===== src/rtl/clk_div_phy_pkg.sv =====
// Shared PHY constants for the clock divider, serializer and deserializer blocks.
// Holds divider/wrap-counter widths and the terminal divider count.
package clk_div_phy_pkg;

  localparam int DIV_W  = 3;
  localparam int LOCK_W = 4;

  localparam logic [DIV_W-1:0] DIV_MAX = DIV_W'((1 << DIV_W) - 1);

endpackage


===== src/rtl/clk_div_phy.sv =====
// Divide-by-2/4/8 clock generator with period strobe and lock flag; outputs are flop-direct, 1-cycle latency.
// No backpressure: enable=0 freezes all state and suppresses the strobe.
module clk_div_phy
  import clk_div_phy_pkg::*;
#(
  parameter int LOCK_PERIODS = 1
) (
  input  logic             clk_in,
  input  logic             reset,
  input  logic             enable,
  output logic             clk_out_4f,
  output logic             clk_out_2f,
  output logic             clk_out_f,
  output logic             stb_f,
  output logic [DIV_W-1:0] phase,
  output logic             locked
);

  localparam logic [LOCK_W-1:0] LOCK_TGT = LOCK_W'(LOCK_PERIODS);

  logic [DIV_W-1:0]  cnt;
  logic [LOCK_W-1:0] wrap_cnt;
  logic [LOCK_W-1:0] wrap_cnt_nxt;
  logic              stb_q;
  logic              locked_q;
  logic              wrap;

  assign wrap = enable && (cnt == DIV_MAX);

  always_comb begin
    wrap_cnt_nxt = wrap_cnt;
    if (wrap && (wrap_cnt != LOCK_TGT)) begin
      wrap_cnt_nxt = wrap_cnt + 1'b1;
    end
  end

  // The strobe is registered from the wrap condition, so a reset-induced zero never pulses it.
  always_ff @(posedge clk_in) begin
    if (reset) begin
      cnt      <= '0;
      wrap_cnt <= '0;
      stb_q    <= 1'b0;
      locked_q <= 1'b0;
    end else begin
      stb_q <= wrap;
      if (enable) begin
        cnt      <= cnt + 1'b1;
        wrap_cnt <= wrap_cnt_nxt;
        locked_q <= locked_q | (wrap_cnt_nxt == LOCK_TGT);
      end
    end
  end

  assign clk_out_4f = cnt[0];
  assign clk_out_2f = cnt[1];
  assign clk_out_f  = cnt[2];
  assign phase      = cnt;
  assign stb_f      = stb_q;
  assign locked     = locked_q;

endmodule


===== config.mk =====
export PLATFORM = sky130hd
export DESIGN_NAME = clk_div_phy
export DESIGN_NICKNAME = d
export VERILOG_FILES = /design/src/rtl/clk_div_phy_pkg.sv /design/src/rtl/clk_div_phy.sv
export SDC_FILE = /design/constraint.sdc
export NUM_CORES = 1
export LEC_CHECK = 0
export ABC_AREA = 1
export CAP_MARGIN = 30
export CORE_AREA = 2 2 39 41
export CTS_BUF_LIST = sky130_fd_sc_hd__clkbuf_4 sky130_fd_sc_hd__clkbuf_8
export CTS_CLUSTER_SIZE = 25
export DETAILED_ROUTE_END_ITERATION = 7
export DIE_AREA = 0 0 41 43
export PLACE_DENSITY_LB_ADDON = 0.2
export SYNTH_ARGS = -nofsm -noshare
export SYNTH_HDL_FRONTEND = slang
export SYNTH_SLANG_ARGS = --single-unit

===== constraint.sdc =====
create_clock -name clk_in -period 4.89 [get_ports clk_in]
set_clock_uncertainty 0.2 [all_clocks]
set_input_delay 0.7335 -clock clk_in [delete_from_list [all_inputs] [get_ports clk_in]]
set_output_delay 0.7335 -clock clk_in [all_outputs]
set_load 0.01 [all_outputs]

==> metrics.txt, run 1 <==
Slew @ Worst Pin=351.2 ps; area leader, netlist=dfxtp_1; Die Footprint=1763 µm²; Seq/Total Area, Yosys=0.3646; Post-CTS Hold Buffers=0; Initial DRC Count=0; GRT Overall Usage=0.1279; CP Class=reg2out; total CTS buffers=3; wire per inst=9.362 µm; post-CTS sizing=0; IO Pins=11; drt first pass iters=1; Layout Cells excl Fill=94; top cell type's share of synthesized area=0.3646; first-pass GRT wire length=1518 µm; Fin. Hold Viols=0; H-tree levels=1; outcome=complete, no violations; clk buf depth=2; combinational share of power=0.111; Filler Cell Count=141; Crit path max-delay family=buffers and inverters; synth warn=0; layout cells sized above 1=0.1410; HP Class=reg2reg; WL final=880 µm; Slew Viols, Final=0; CTS tree=done; Die Ht=43 µm; Min Hold Slack=258.2 ps; area grow syn2layout=25.06%; Util after Layout=0.4467; syn_nets=75; worst path arrival time=1220 ps; max_cap viols=0; RSZ-0062 raised after global routing=false; total grt overflow=0; routed vias/inst=around 4.3; count leader, synth=nand2_1; number of distinct library cells after synthesis=17; Power Density=between 200 and 300 nW/µm²; Synth Register Bits=9; Root Buffer=clkbuf_4; core area=1384 µm²; Critical Path Slowest Stage Cell=clkdlybuf4s50_1; Worst-Skew Late Latency=between 200 and 300 ps; Row Count=14; Largest stage delay, worst path=560 ps; Multi-input gate area=~250 µm²; Post-synth EDFFs=0; # setup viols final=0; DRC violations left=0; CP Capture Type=output port; GPL Wtd Cong=0.7281; Setup Buffers After CTS=0; Reg clk slew, reported paths=~60 ps; Die X=41 µm; Clock Power Share=0.401; dpl cells=90; initial antenna violation count=0; critical path, cell by cell=clkdlybuf4s50_1; mapped cell area=between 400 and 500 µm²; Post-synth top cells=nand2_1 (19), dfxtp_1 (9), inv_1 (8); asr flop ratio synth=0; largest net degree at the start of global routing=10; sequential share of power=0.488; Net Switching=~38 µW; FF/Latch Area=roughly 180 µm²; cell count after synthesis=just under 70; main area contributors after synthesis=dfxtp_1 (36%), nand2_1 (14%), ha_1 (10%); static leakage power=0.2699 nW; Slew headroom=0.7652; CP Max Fanout=4; post-route ant nets=0; P_int=122.4 µW; post-DP HPWL=671.9 µm; Peak VDD IR=140.0 µV; port bufs=10; Total Nets Final=86; vias in the first global route=359; setup TNS=0 ps; ys flop type=dfxtp_1; CP bufs+invs=1; Switching Share=0.2349; Critical Path Source Type=register; fmax=about 0.46 GHz; Initial Util=0.3571; Req. time, crit path=about 4000 ps; clock sinks=9; routed vias=404; Final period util=0.4410; ANT cells=0; Synth Area per Inst=7.268 µm²; post-layout min period=between 2000 and 2500 ps
==> layout make-up <==
| class | count | area share |
|---|---|---|
| Multi-Input combinational cell | 46 | 0.4089 |
| Tap cell | 16 | 0.03239 |
| Inverter | 9 | 0.05668 |
| Sequential cell | 9 | 0.2915 |
| Clock buffer | 4 | 0.04858 |
| Timing Repair Buffer | 10 | 0.1619 |
==> cells in the final DEF (no fill, tap or decap) <==
cell type,netlist,routed
inv_1,8,8
ha_1,4,4
clkdlybuf4s50_1,0,10
nand3_1,4,4
nand2_1,19,19
nor2_2,2,2
xnor2_1,1,1
a21oi_2,1,1
a211oi_1,1,1
nand2_4,1,1
nand4_1,1,1
clkbuf_4,0,4
nor2_1,5,5
a21oi_1,5,5
nand2_2,2,2
clkinv_2,1,1
dfxtp_1,9,9
==> power groups by stage <==
stage	Sequential, mW	Combinational (mW)	Clock, mW
after floorplan	0.0802	0.00972	0
after global placement	0.0798	0.0179	0
after CTS	0.0782	0.0180	0.0664
final	0.0781	0.0177	0.0641
after global routing	0.0786	0.0200	0.0698
after detailed placement	0.0798	0.0178	0
==> worst paths after layout <==
path | slack, ps | to | cells after the start | from
worst max-delay path | 2730 | phase[0] | 1 | phase[0]
worst min-delay path | 260 | locked | 2 | locked
worst max register to register | 3130 | locked | 11 | phase[0]
worst min register to register | 260 | locked | 2 | locked
==> kinds of logic (layout without fill, tap and decap cells) <==
logic type / count (synthesis) / after routing / synth area share
fa+ha+maj: 4 / 4 / 0.1013
flops: 9 / 9 / 0.3646
simple gates: 34 / 34 / 0.3089
buf+inv: 13 / 23 / 0.1240
compound gates: 7 / 7 / 0.08355
xor+xnor: 1 / 1 / 0.01772
==> layer usage <==
metal  global-route usage  up-vias  share of wire  routed length [µm]
met5                    0        -              0                   0
met4               0.1000        0         0.0091                   8
met3              0.02094        2          0.042                  37
met2               0.1750        7           0.47                 417
met1               0.1688      167           0.47                 416
li1                     -      228              -                   -
==> registers in the layout, indices dropped and copies added (netlist names) <==
register,count
locked,1
phase,3
wrap_cnt,4
stb_f,1
==> metrics by stage <==
step                setup WS (ps)  power [mW]  area, µm²
global placement             2594     0.09780      588.1
floorplan                    3278     0.08988      494.2
finish                       2734      0.1599      618.1
detailed placement           2586     0.09766      588.1
global route                 2686      0.1684      618.1
CTS                          2719      0.1626      618.1
No activity file was read; power rests on OpenSTA's default activity.
==> run 2, diff against run 1 <==
==> constraint.sdc (replaced) <==
create_clock -name clk_in -period 1.8 [get_ports clk_in]
set_clock_uncertainty 0.2 [all_clocks]
set_input_delay 0.27 -clock clk_in [delete_from_list [all_inputs] [get_ports clk_in]]
set_output_delay 0.27 -clock clk_in [all_outputs]
set_load 0.01 [all_outputs]
==> metrics.txt, run 2 (synthesis results as in run 1) <==
RSZ-0062 raised after global routing=false (unchanged); Reg2Reg Launch Point=phase[0] (unchanged); commonest non-fill, non-tap cells in the layout=nand2_1 (19), clkdlybuf4s50_1 (10), dfxtp_1 (9), inv_1 (8) (unchanged); Hold Path Sink=locked (unchanged); first-pass GRT wire length=1573 µm (was 1518 µm); GRT Overall Usage=0.1375 (was 0.1279); WL final=906 µm (was 880 µm); Total Nets Final=88 (was 86); max_cap viols=0 (unchanged); Slew @ Worst Pin=356.5 ps (was 351.2 ps); CP Max Fanout=4 (unchanged); CTS tree=done (unchanged); Slew headroom=0.7616 (was 0.7652); worst r2r path cells=11 (unchanged); Critical Path Source Type=register (unchanged); DRC violations left=0 (unchanged); Power Density=695.2 nW/µm² (was 258.7 nW/µm²); max reg flops=4 (unchanged); post-layout min period=between 1500 and 2000 ps; core area=1384 µm² (unchanged); fmax=0.5873 GHz; Initial DRC Count=4 (was 0); Setup Buffers After CTS=0 (unchanged); # setup viols final=0 (unchanged); outcome=complete, no violations (unchanged); wire per inst=9.438 µm (was 9.362 µm); Row Count=14 (unchanged); initial antenna violation count=0 (unchanged); largest net degree at the start of global routing=10 (unchanged); clock sinks=9 (unchanged); Req. time, crit path=1800 ps (was 3960 ps); Die Ht=43 µm (unchanged); total CTS buffers=3 (unchanged); routed vias=432 (was 404); ANT cells=0 (unchanged); R2R Setup Slk=100 ps (was 3130 ps); static leakage power=0.2795 nW (was 0.2699 nW); Root Buffer=clkbuf_4 (unchanged); dpl cells=92 (was 90); clk buf depth=2 (unchanged); Post-CTS Hold Buffers=0 (unchanged); Worst-Skew Late Latency=260 ps (about the same); FF-to-FF End=locked (unchanged); routed vias/inst=4.500 (was 4.298); Slew Viols, Final=0 (unchanged); Initial Util=0.3571 (unchanged); hold depth=2 (unchanged); post-route ant nets=0 (unchanged); setup TNS=0 ps (unchanged); total grt overflow=0 (unchanged); Final period util=0.9459; Pwr Total=440.1 µW (was 159.9 µW); GPL Wtd Cong=0.8473 (was 0.7281); most common library cell in the layout ignoring fill and taps=nand2_1 (unchanged); area grow syn2layout=28.10% (was 25.06%); Die X=41 µm (unchanged); vias in the first global route=397 (was 359); post-CTS sizing=0 (unchanged); Layout Cells excl Fill=96 (was 94); hold path startpoint=locked (unchanged); port bufs=10 (unchanged); CP Class=reg2reg (was reg2out); layout cells sized above 1=0.1625 (was 0.1410); CP Capture Type=register (was output port); Biggest register=wrap_cnt (unchanged); post-DP HPWL=698.9 µm (was 671.9 µm); HP Class=reg2reg (unchanged); Die Footprint=1763 µm² (unchanged); drt first pass iters=4 (was 1); H-tree levels=1 (unchanged); Fin. Hold Viols=0 (unchanged); Reg clk slew, reported paths=60 ps (about the same); worst path arrival time=1700 ps (was 1220 ps); Peak VDD IR=353.8 µV (was 140.0 µV); IO Pins=11 (unchanged)
run 2: area by class of cell:
class                      count  area (µm²)
fill                         141       750.7
multi-input combinational     46       252.7
sequential                     9       180.2
timing repair buffer          12       115.1
inverter                       9       35.03
clock buffer                   4       30.03
tap                           16       20.02
run 2: worst max path at each step:
stage	start	end
after global placement	enable	locked
final	phase[0]	locked
after detailed placement	enable	locked
after floorplan	phase[0]	locked
after global routing	phase[0]	locked
after CTS	phase[0]	clk_out_4f
run 2: critical path, stage by stage, from the launching register on:
cell	delay [ps]
dfxtp_1	350
ha_1	210
ha_1	190
nand2_2	100
clkinv_2	90
nand2_4	90
nand2_1	50
nand2_1	70
inv_1	40
nor2_1	80
nand2_1	70
a21oi_2	110
run 2: metal layers:
metal / vias up / track usage / wire (µm)
met5: - / 0 / 0
met4: 0 / 0.1200 / 23
met3: 4 / 0.03665 / 41
met2: 9 / 0.1875 / 397
met1: 186 / 0.1678 / 444
li1: 233 / - / -
run 2: power breakdown:
group | leakage (nW) | total (mW) | internal [mW] | switching (mW)
logic | 0.188 | 0.0518 | 0.0294 | 0.0224
registers | 0.0731 | 0.212 | 0.205 | 0.00682
clock network | 0.0184 | 0.176 | 0.101 | 0.0755
total | 0.279 | 0.440 | 0.335 | 0.105
run 2: through the flow:
step | worst slack, ps | utilization | instance area (µm²) | hold slack [ps]
2_1_floorplan | 187.6 | - | 494.2 | 210.5
3_3_place_gp | 102.1 | 0.4358 | 603.1 | 249.2
3_5_place_dp | 97.60 | 0.4358 | 603.1 | 259.6
4_1_cts | 83.84 | 0.4575 | 633.1 | 268.3
5_1_grt | 5.868 | 0.4575 | 633.1 | 285.0
6_report | 97.31 | 0.4575 | 633.1 | 264.6
